[src/rtl/clock_rate_meter.sv]
// rtl/clock_rate_meter.sv - gated rising-edge counter measuring a slow asynchronous clock
// Optional min/max result tracking is enabled by defining CLOCK_RATE_METER_MINMAX_EN.
module clock_rate_meter #(
    parameter int unsigned GATE_CYCLES = 50_000_000,
    parameter int unsigned COUNT_W     = 16
) (
    input  logic               clock,
    input  logic               reset,
    input  logic               clock_meas,
    input  logic               clear,
    output logic               edge_pulse,
    output logic [COUNT_W-1:0] freq_count,
    output logic               valid,
    output logic               overflow,
    output logic               stalled
`ifdef CLOCK_RATE_METER_MINMAX_EN
    ,
    output logic [COUNT_W-1:0] min_count,
    output logic [COUNT_W-1:0] max_count
`endif
);

    localparam int GATE_W = (GATE_CYCLES > 2) ? $clog2(GATE_CYCLES) : 1;
    localparam logic [GATE_W-1:0]  GATE_LAST = GATE_W'(GATE_CYCLES - 1);
    localparam logic [COUNT_W-1:0] CNT_MAX   = '1;

    typedef enum logic {
        ST_ARM     = 1'b0,
        ST_MEASURE = 1'b1
    } state_t;

    state_t              state_q, state_d;
    logic                s1_q, s2_q, s3_q;
    logic [GATE_W-1:0]   gate_q, gate_d;
    logic [GATE_W-1:0]   tmo_q, tmo_d;
    logic [COUNT_W-1:0]  cnt_q, cnt_d;
    logic                ovf_acc_q, ovf_acc_d;
    logic [COUNT_W-1:0]  freq_q;
    logic                ovf_q, stalled_q, valid_q;

    logic                publish;
    logic [COUNT_W-1:0]  pub_count;
    logic                pub_ovf;
    logic                cnt_sat;
    logic [COUNT_W-1:0]  cnt_upd;
    logic                ovf_upd;

    assign edge_pulse = s2_q & ~s3_q;
    assign cnt_sat    = (cnt_q == CNT_MAX);

    always_comb begin
        state_d   = state_q;
        gate_d    = gate_q;
        tmo_d     = tmo_q;
        cnt_d     = cnt_q;
        ovf_acc_d = ovf_acc_q;
        publish   = 1'b0;
        pub_count = '0;
        pub_ovf   = 1'b0;
        // Count including this cycle's edge; saturates and flags overflow instead of wrapping.
        cnt_upd   = (edge_pulse && !cnt_sat) ? cnt_q + COUNT_W'(1) : cnt_q;
        ovf_upd   = ovf_acc_q | (edge_pulse & cnt_sat);

        if (clear) begin
            state_d   = ST_ARM;
            gate_d    = '0;
            tmo_d     = '0;
            cnt_d     = '0;
            ovf_acc_d = 1'b0;
        end else begin
            case (state_q)
                ST_ARM: begin
                    if (edge_pulse) begin
                        state_d   = ST_MEASURE;
                        gate_d    = GATE_W'(1);
                        cnt_d     = COUNT_W'(1);
                        ovf_acc_d = 1'b0;
                        tmo_d     = '0;
                    end else if (tmo_q == GATE_LAST) begin
                        publish = 1'b1;
                        tmo_d   = '0;
                    end else begin
                        tmo_d = tmo_q + GATE_W'(1);
                    end
                end
                ST_MEASURE: begin
                    if (gate_q == GATE_LAST) begin
                        publish   = 1'b1;
                        pub_count = cnt_upd;
                        pub_ovf   = ovf_upd;
                        // Next window begins on the following cycle with no dead time.
                        gate_d    = '0;
                        cnt_d     = '0;
                        ovf_acc_d = 1'b0;
                        if (cnt_upd == '0) begin
                            state_d = ST_ARM;
                            tmo_d   = '0;
                        end
                    end else begin
                        gate_d    = gate_q + GATE_W'(1);
                        cnt_d     = cnt_upd;
                        ovf_acc_d = ovf_upd;
                    end
                end
                default: begin
                    state_d = ST_ARM;
                end
            endcase
        end
    end

    always_ff @(posedge clock) begin
        if (reset) begin
            s1_q      <= 1'b0;
            s2_q      <= 1'b0;
            s3_q      <= 1'b0;
            state_q   <= ST_ARM;
            gate_q    <= '0;
            tmo_q     <= '0;
            cnt_q     <= '0;
            ovf_acc_q <= 1'b0;
            freq_q    <= '0;
            ovf_q     <= 1'b0;
            stalled_q <= 1'b0;
            valid_q   <= 1'b0;
        end else begin
            s1_q      <= clock_meas;
            s2_q      <= s1_q;
            s3_q      <= s2_q;
            state_q   <= state_d;
            gate_q    <= gate_d;
            tmo_q     <= tmo_d;
            cnt_q     <= cnt_d;
            ovf_acc_q <= ovf_acc_d;
            valid_q   <= publish;
            if (publish) begin
                freq_q    <= pub_count;
                ovf_q     <= pub_ovf;
                stalled_q <= (pub_count == '0);
            end
        end
    end

    assign freq_count = freq_q;
    assign overflow   = ovf_q;
    assign stalled    = stalled_q;
    assign valid      = valid_q;

`ifdef CLOCK_RATE_METER_MINMAX_EN
    logic [COUNT_W-1:0] min_q, max_q;

    always_ff @(posedge clock) begin
        if (reset || clear) begin
            min_q <= '1;
            max_q <= '0;
        end else if (publish) begin
            if (pub_count < min_q) min_q <= pub_count;
            if (pub_count > max_q) max_q <= pub_count;
        end
    end

    assign min_count = min_q;
    assign max_count = max_q;
`endif

endmodule
[config.mk]
export PLATFORM = sky130hd
export DESIGN_NAME = clock_rate_meter
export DESIGN_NICKNAME = d
export VERILOG_FILES = /design/src/rtl/clock_rate_meter.sv
export SDC_FILE = /design/constraint.sdc
export NUM_CORES = 1
export LEC_CHECK = 0
export CAP_MARGIN = 15
export CORE_ASPECT_RATIO = 0.9
export CORE_UTILIZATION = 40
export CTS_BUF_LIST = sky130_fd_sc_hd__clkbuf_4
export CTS_CLUSTER_SIZE = 14
export DETAILED_ROUTE_END_ITERATION = 10
export GPL_ROUTABILITY_DRIVEN = 0
export GPL_TIMING_DRIVEN = 0
export MAX_ROUTING_LAYER = met4
export PLACE_DENSITY = 0.56
export SYNTH_ARGS = -nofsm -noshare
export SYNTH_HDL_FRONTEND = slang
export SYNTH_SLANG_ARGS = --single-unit
export TNS_END_PERCENT = 100
[constraint.sdc]
create_clock -name clock -period 8 [get_ports clock]
set_input_delay 2.4 -clock clock [delete_from_list [all_inputs] [get_ports clock]]
set_output_delay 2.4 -clock clock [all_outputs]
set_load 0.005 [all_outputs]
==> out/summary.md <==
The final setup violation count was 0. Normalized max-slew margin: 45.4%. The first global-routing pass estimated 23100 um of wire.

The switching component of the power was 0.196 mW; the number of warnings issued by yosys was 0. The filler cell count was 1223; the number of core rows was 37. The hold path depth was 1.

The flow ran to the end, and the final reports show no timing, DRC or antenna violations. The main combinational cell family by area after synthesis is simple AND/OR/NAND/NOR gates. For this run, the leading register cell type out of synthesis is dfxtp_1. Counting both buffers and inverters, the worst setup path holds a total of 2. Counting flops and latches in the post-synthesis netlist gives 92.

The area of placed instances was 5240 sq um. Critical path's top delay family: buffers and inverters. The die covers 12500 sq um.

In this run the critical register-to-register path is captured at tmo_q[14]. The maximum buffer depth of the clock tree is 2, and the sequential fraction of the synthesis area is 38.3%. Clock skew on the completed layout was measured at 0.0105 ns. The H-tree was split into 3 levels. The finished cells cover 5410 sq um. Number of max-capacitance violations reported: 0. The number of setup buffers added after CTS is 0. The run gives 0 as the overflow left after global routing. The sequential cell fraction of total power is 56.2%, and the peak fanout along the critical path is 9. The run gives 4437 as the via count of the first global-routing pass.

The proportion of synthesized area in mux cells came out at 1.33%. The top cell type by total area after synthesis was dfxtp_1. The clock drives 92 sinks. Dividing the detail-routed wire length by the instance count gives 16.8 um.

Element type at the critical path start: a flip-flop. The startpoint identified for the worst hold timing path is s1_q. The share of power burned in the clock network is 38.6%, and the endpoint arrival time on the critical path is 1.94 ns. The post-CTS clock slew at the launch and capture registers of the worst setup and hold paths was 0.14 ns; the net count after synthesis was 647. The number of nets in the layout was 681; the minimum clock period after layout was 4.34 ns. Of the post-synthesis cell area, the dominant cell type holds 38.3%. Buffers inserted during clock tree synthesis total 9. The capturing element type of the critical path is an output port. The run gives 423 as the violation count after the first detailed-route iteration. The total negative slack for setup checks is 0 ns. Entering global routing, the biggest net connects 15 pins. The share of synthesized cell area in full adder, half adder and majority cells was 0.780%. In this run the remaining antenna-violating nets after routing total 0. The count of buffers added on input and output ports is 23. The power per cell area came out at 152 nW/um^2. The xor and xnor fraction of the mapped netlist area is 2.00%, and the delay of the slowest critical-path stage is 0.54 ns.

The largest individual stage delay along the critical path comes from the cell clkdlybuf4s50_1. TritonCTS built the clock tree. Summing the areas of all and, or, nand and nor instances in the mapped netlist gives 32.5% of the synthesized area. By area the synthesized netlist is led by dfxtp_1 38%, nor2_1 7.0%, a21oi_1 6.9%. The repair_antennas step left the layout with diodes totalling 0. Yosys mapped the design onto 58 distinct sky130hd cell types.

Of the total power, the share spent switching nets is 23.8%. The critical path goes through nand2b_1, clkinv_1, clkdlybuf4s50_1. Detailed placement finished with a half-perimeter wire length of 9880 um. Setup repair after global routing left no endpoint under its margin.

The height of the die came out at 106 um. After synthesis, the share of flip-flops with an asynchronous set or reset is 0%. The slew of the pin with the lowest slew margin was 0.818 ns; the number of DRC violations after detailed routing was 0.

Synthesized-area fraction occupied by ao, oa, aoi and oai cells: 21.0%. The maximum clock frequency is 0.230 GHz, and the proportion of layout cells with a drive suffix above 1 is 6.19%. The first detailed-routing pass took 7 iterations. The mapped cell area is 4810 sq um. The synthesized design contains 0 enable-type register cells. For flop-to-flop paths, the worst setup slack is 4.58 ns.

The tools report the startpoint of the worst register-to-register path as cnt_q[0]. The final hold violation count is 0, and the ratio of routed vias to standard cells is 5.81. For the clock latency on the worst-skew pair, the log shows 0.48 ns.

Number of placed I/O pins: 24. The min-delay analysis places its worst path in the category flip-flop to flip-flop. Leaving out fill and tap cells, the most frequent cells in the layout are 92 x dfxtp_1, 90 x nor2_1, 82 x nand2_1. The area of the core region was 11600 sq um; the average cell area after synthesis was 7.52 sq um.

The number of vias after detailed routing is 4842, and the starting utilization of the core area is 41.6%. The number of antenna violations at the first check in global routing was 0. For this design the static power due to leakage is 1.75 nW. Setup slack closes at 3.66 ns. The tools report the root buffer cell as clkbuf_4. The share of total power dissipated in combinational logic is 5.2%.

The layout overhead on the synthesized area is 12.4%. The worst vdd rail ir drop is 0.000104 V, and the quantity of hold-fixing buffers added after cts is 0. For the total wire length, the log shows 14000 um. The internal portion of total power was 0.625 mW; the number of gates resized after cts was 0. The worst hold path terminates at s2_q.

Floorplan die width: 118 um. The critical path in this run is classified as flip-flop to output port. Leaving out fill and tap cells, the most frequent cell in the layout is dfxtp_1. The required time at the worst-slack endpoint was 5.60 ns; the gate count of the mapped netlist was 640. Before CTS, the worst setup slack after placement is 3.68 ns. Global routing consumed, over all layers together, 23.9% of the routing resources.

The total count of max-transition violations in the final report is 0, and the depth of the worst register-to-register path is 11. Final period utilization: 54.3%.
[sequential cells by signal, indices dropped and copies added (netlist names)]
signal	flops
gate_q	26
state_q	1
s1_q	1
ovf_acc_q	1
s3_q	1
cnt_q	16
s2_q	1
overflow	1
tmo_q	26
valid	1
stalled	1
freq_count	16
[routing by layer]
layer  track usage (%)  vias to the layer above  wire, um
li1                  -                     2388         -
met1              33.3                     2327      7260
met2              35.4                      116      6010
met3              5.15                       11       612
met4              5.22                        0       133
met5                 -                        -         0
[per-stage QoR]
step                hold slack (ns)  cells  util [%]  power [mW]
floorplan                     0.414    640         -       0.496
global placement              0.426    819      45.3       0.513
detailed placement            0.428    819      45.3       0.514
CTS                           0.459    834      46.7       0.831
global route                  0.470    834      46.7       0.850
finish                        0.460    834      46.7       0.820
[Yosys cell counts, types with 2 or more instances]
cell      number
xor2_1         4
a31oi_1       12
nand2_1       82
nor2b_1        3
a22oi_1       13
or4_1          4
mux2_2         3
and2_1         5
and4b_1        2
nand3b_1       3
or3_1          8
ha_1           3
inv_1          5
or4_4          2
nand4_1       13
dfxtp_1       92
mux2i_1        3
nand2b_1       4
a311oi_1      13
a31o_2         2
buf_2          7
o21ai_1        6
xnor2_1        7
nor4_1         9
o21a_1         2
clkbuf_1      32
a211oi_1       3
nor3_1        20
nor2_1        90
a21o_1         2
and3_1        18
or2_2          6
a21oi_1       66
nor3b_1        4
a41oi_1        3
nand3_1       27
o21ai_0       37
and4_1         5
[cells by family (layout without fill, tap and decap cells)]
family          Yosys count  in the layout
buf+inv                  48             86
simple gates            313            313
compound gates          167            167
flops                    92             92
mux                       6              6
fa+ha+maj                 3              3
xor+xnor                 11             11
[power by group through the flow]
stage               Combinational [mW]  Sequential [mW]  Clock [mW]
floorplan                       0.0257            0.471           0
global placement                0.0425            0.471           0
detailed placement              0.0429            0.471           0
CTS                             0.0430            0.461       0.327
global route                    0.0470            0.461       0.342
finish                          0.0430            0.461       0.316
[worst reg2reg max path: stages (launching register included)]
cell and delay (ns):
dfxtp_1 0.51, ha_1 0.29, nand3_1 0.23, or4_4 0.61, and2_4 0.18, buf_6 0.12
mux2i_1 0.17, and4b_2 0.32, nand3_1 0.10, nand2_1 0.10, clkbuf_1 0.46, a311oi_1 0.18
[worst max path at each step]
stage,cells past startpoint,start,slack [ns],to
final,3,s3_q,3.66,edge_pulse
after floorplan,4,reset,4.73,gate_q[13]
after CTS,3,s3_q,3.62,edge_pulse
after global placement,5,clear,3.70,tmo_q[19]
after detailed placement,5,clear,3.68,gate_q[21]
after global routing,3,s3_q,3.53,edge_pulse
[final cells by class]
| cell class | count | area (sq um) | share of cell area [%] |
|---|---|---|---|
| inverters | 6 | 22.5 | 0.416 |
| multi-input cells | 500 | 2770 | 51.2 |
| flip-flops and latches | 92 | 1840 | 34.0 |
| repair buffers | 23 | 230 | 4.26 |
| plain buffers | 42 | 178 | 3.28 |
| clock inverters | 6 | 104 | 1.92 |
| clock buffers | 9 | 67.6 | 1.25 |
| well taps | 156 | 195 | 3.61 |
Power figures use the tool's default switching activity.
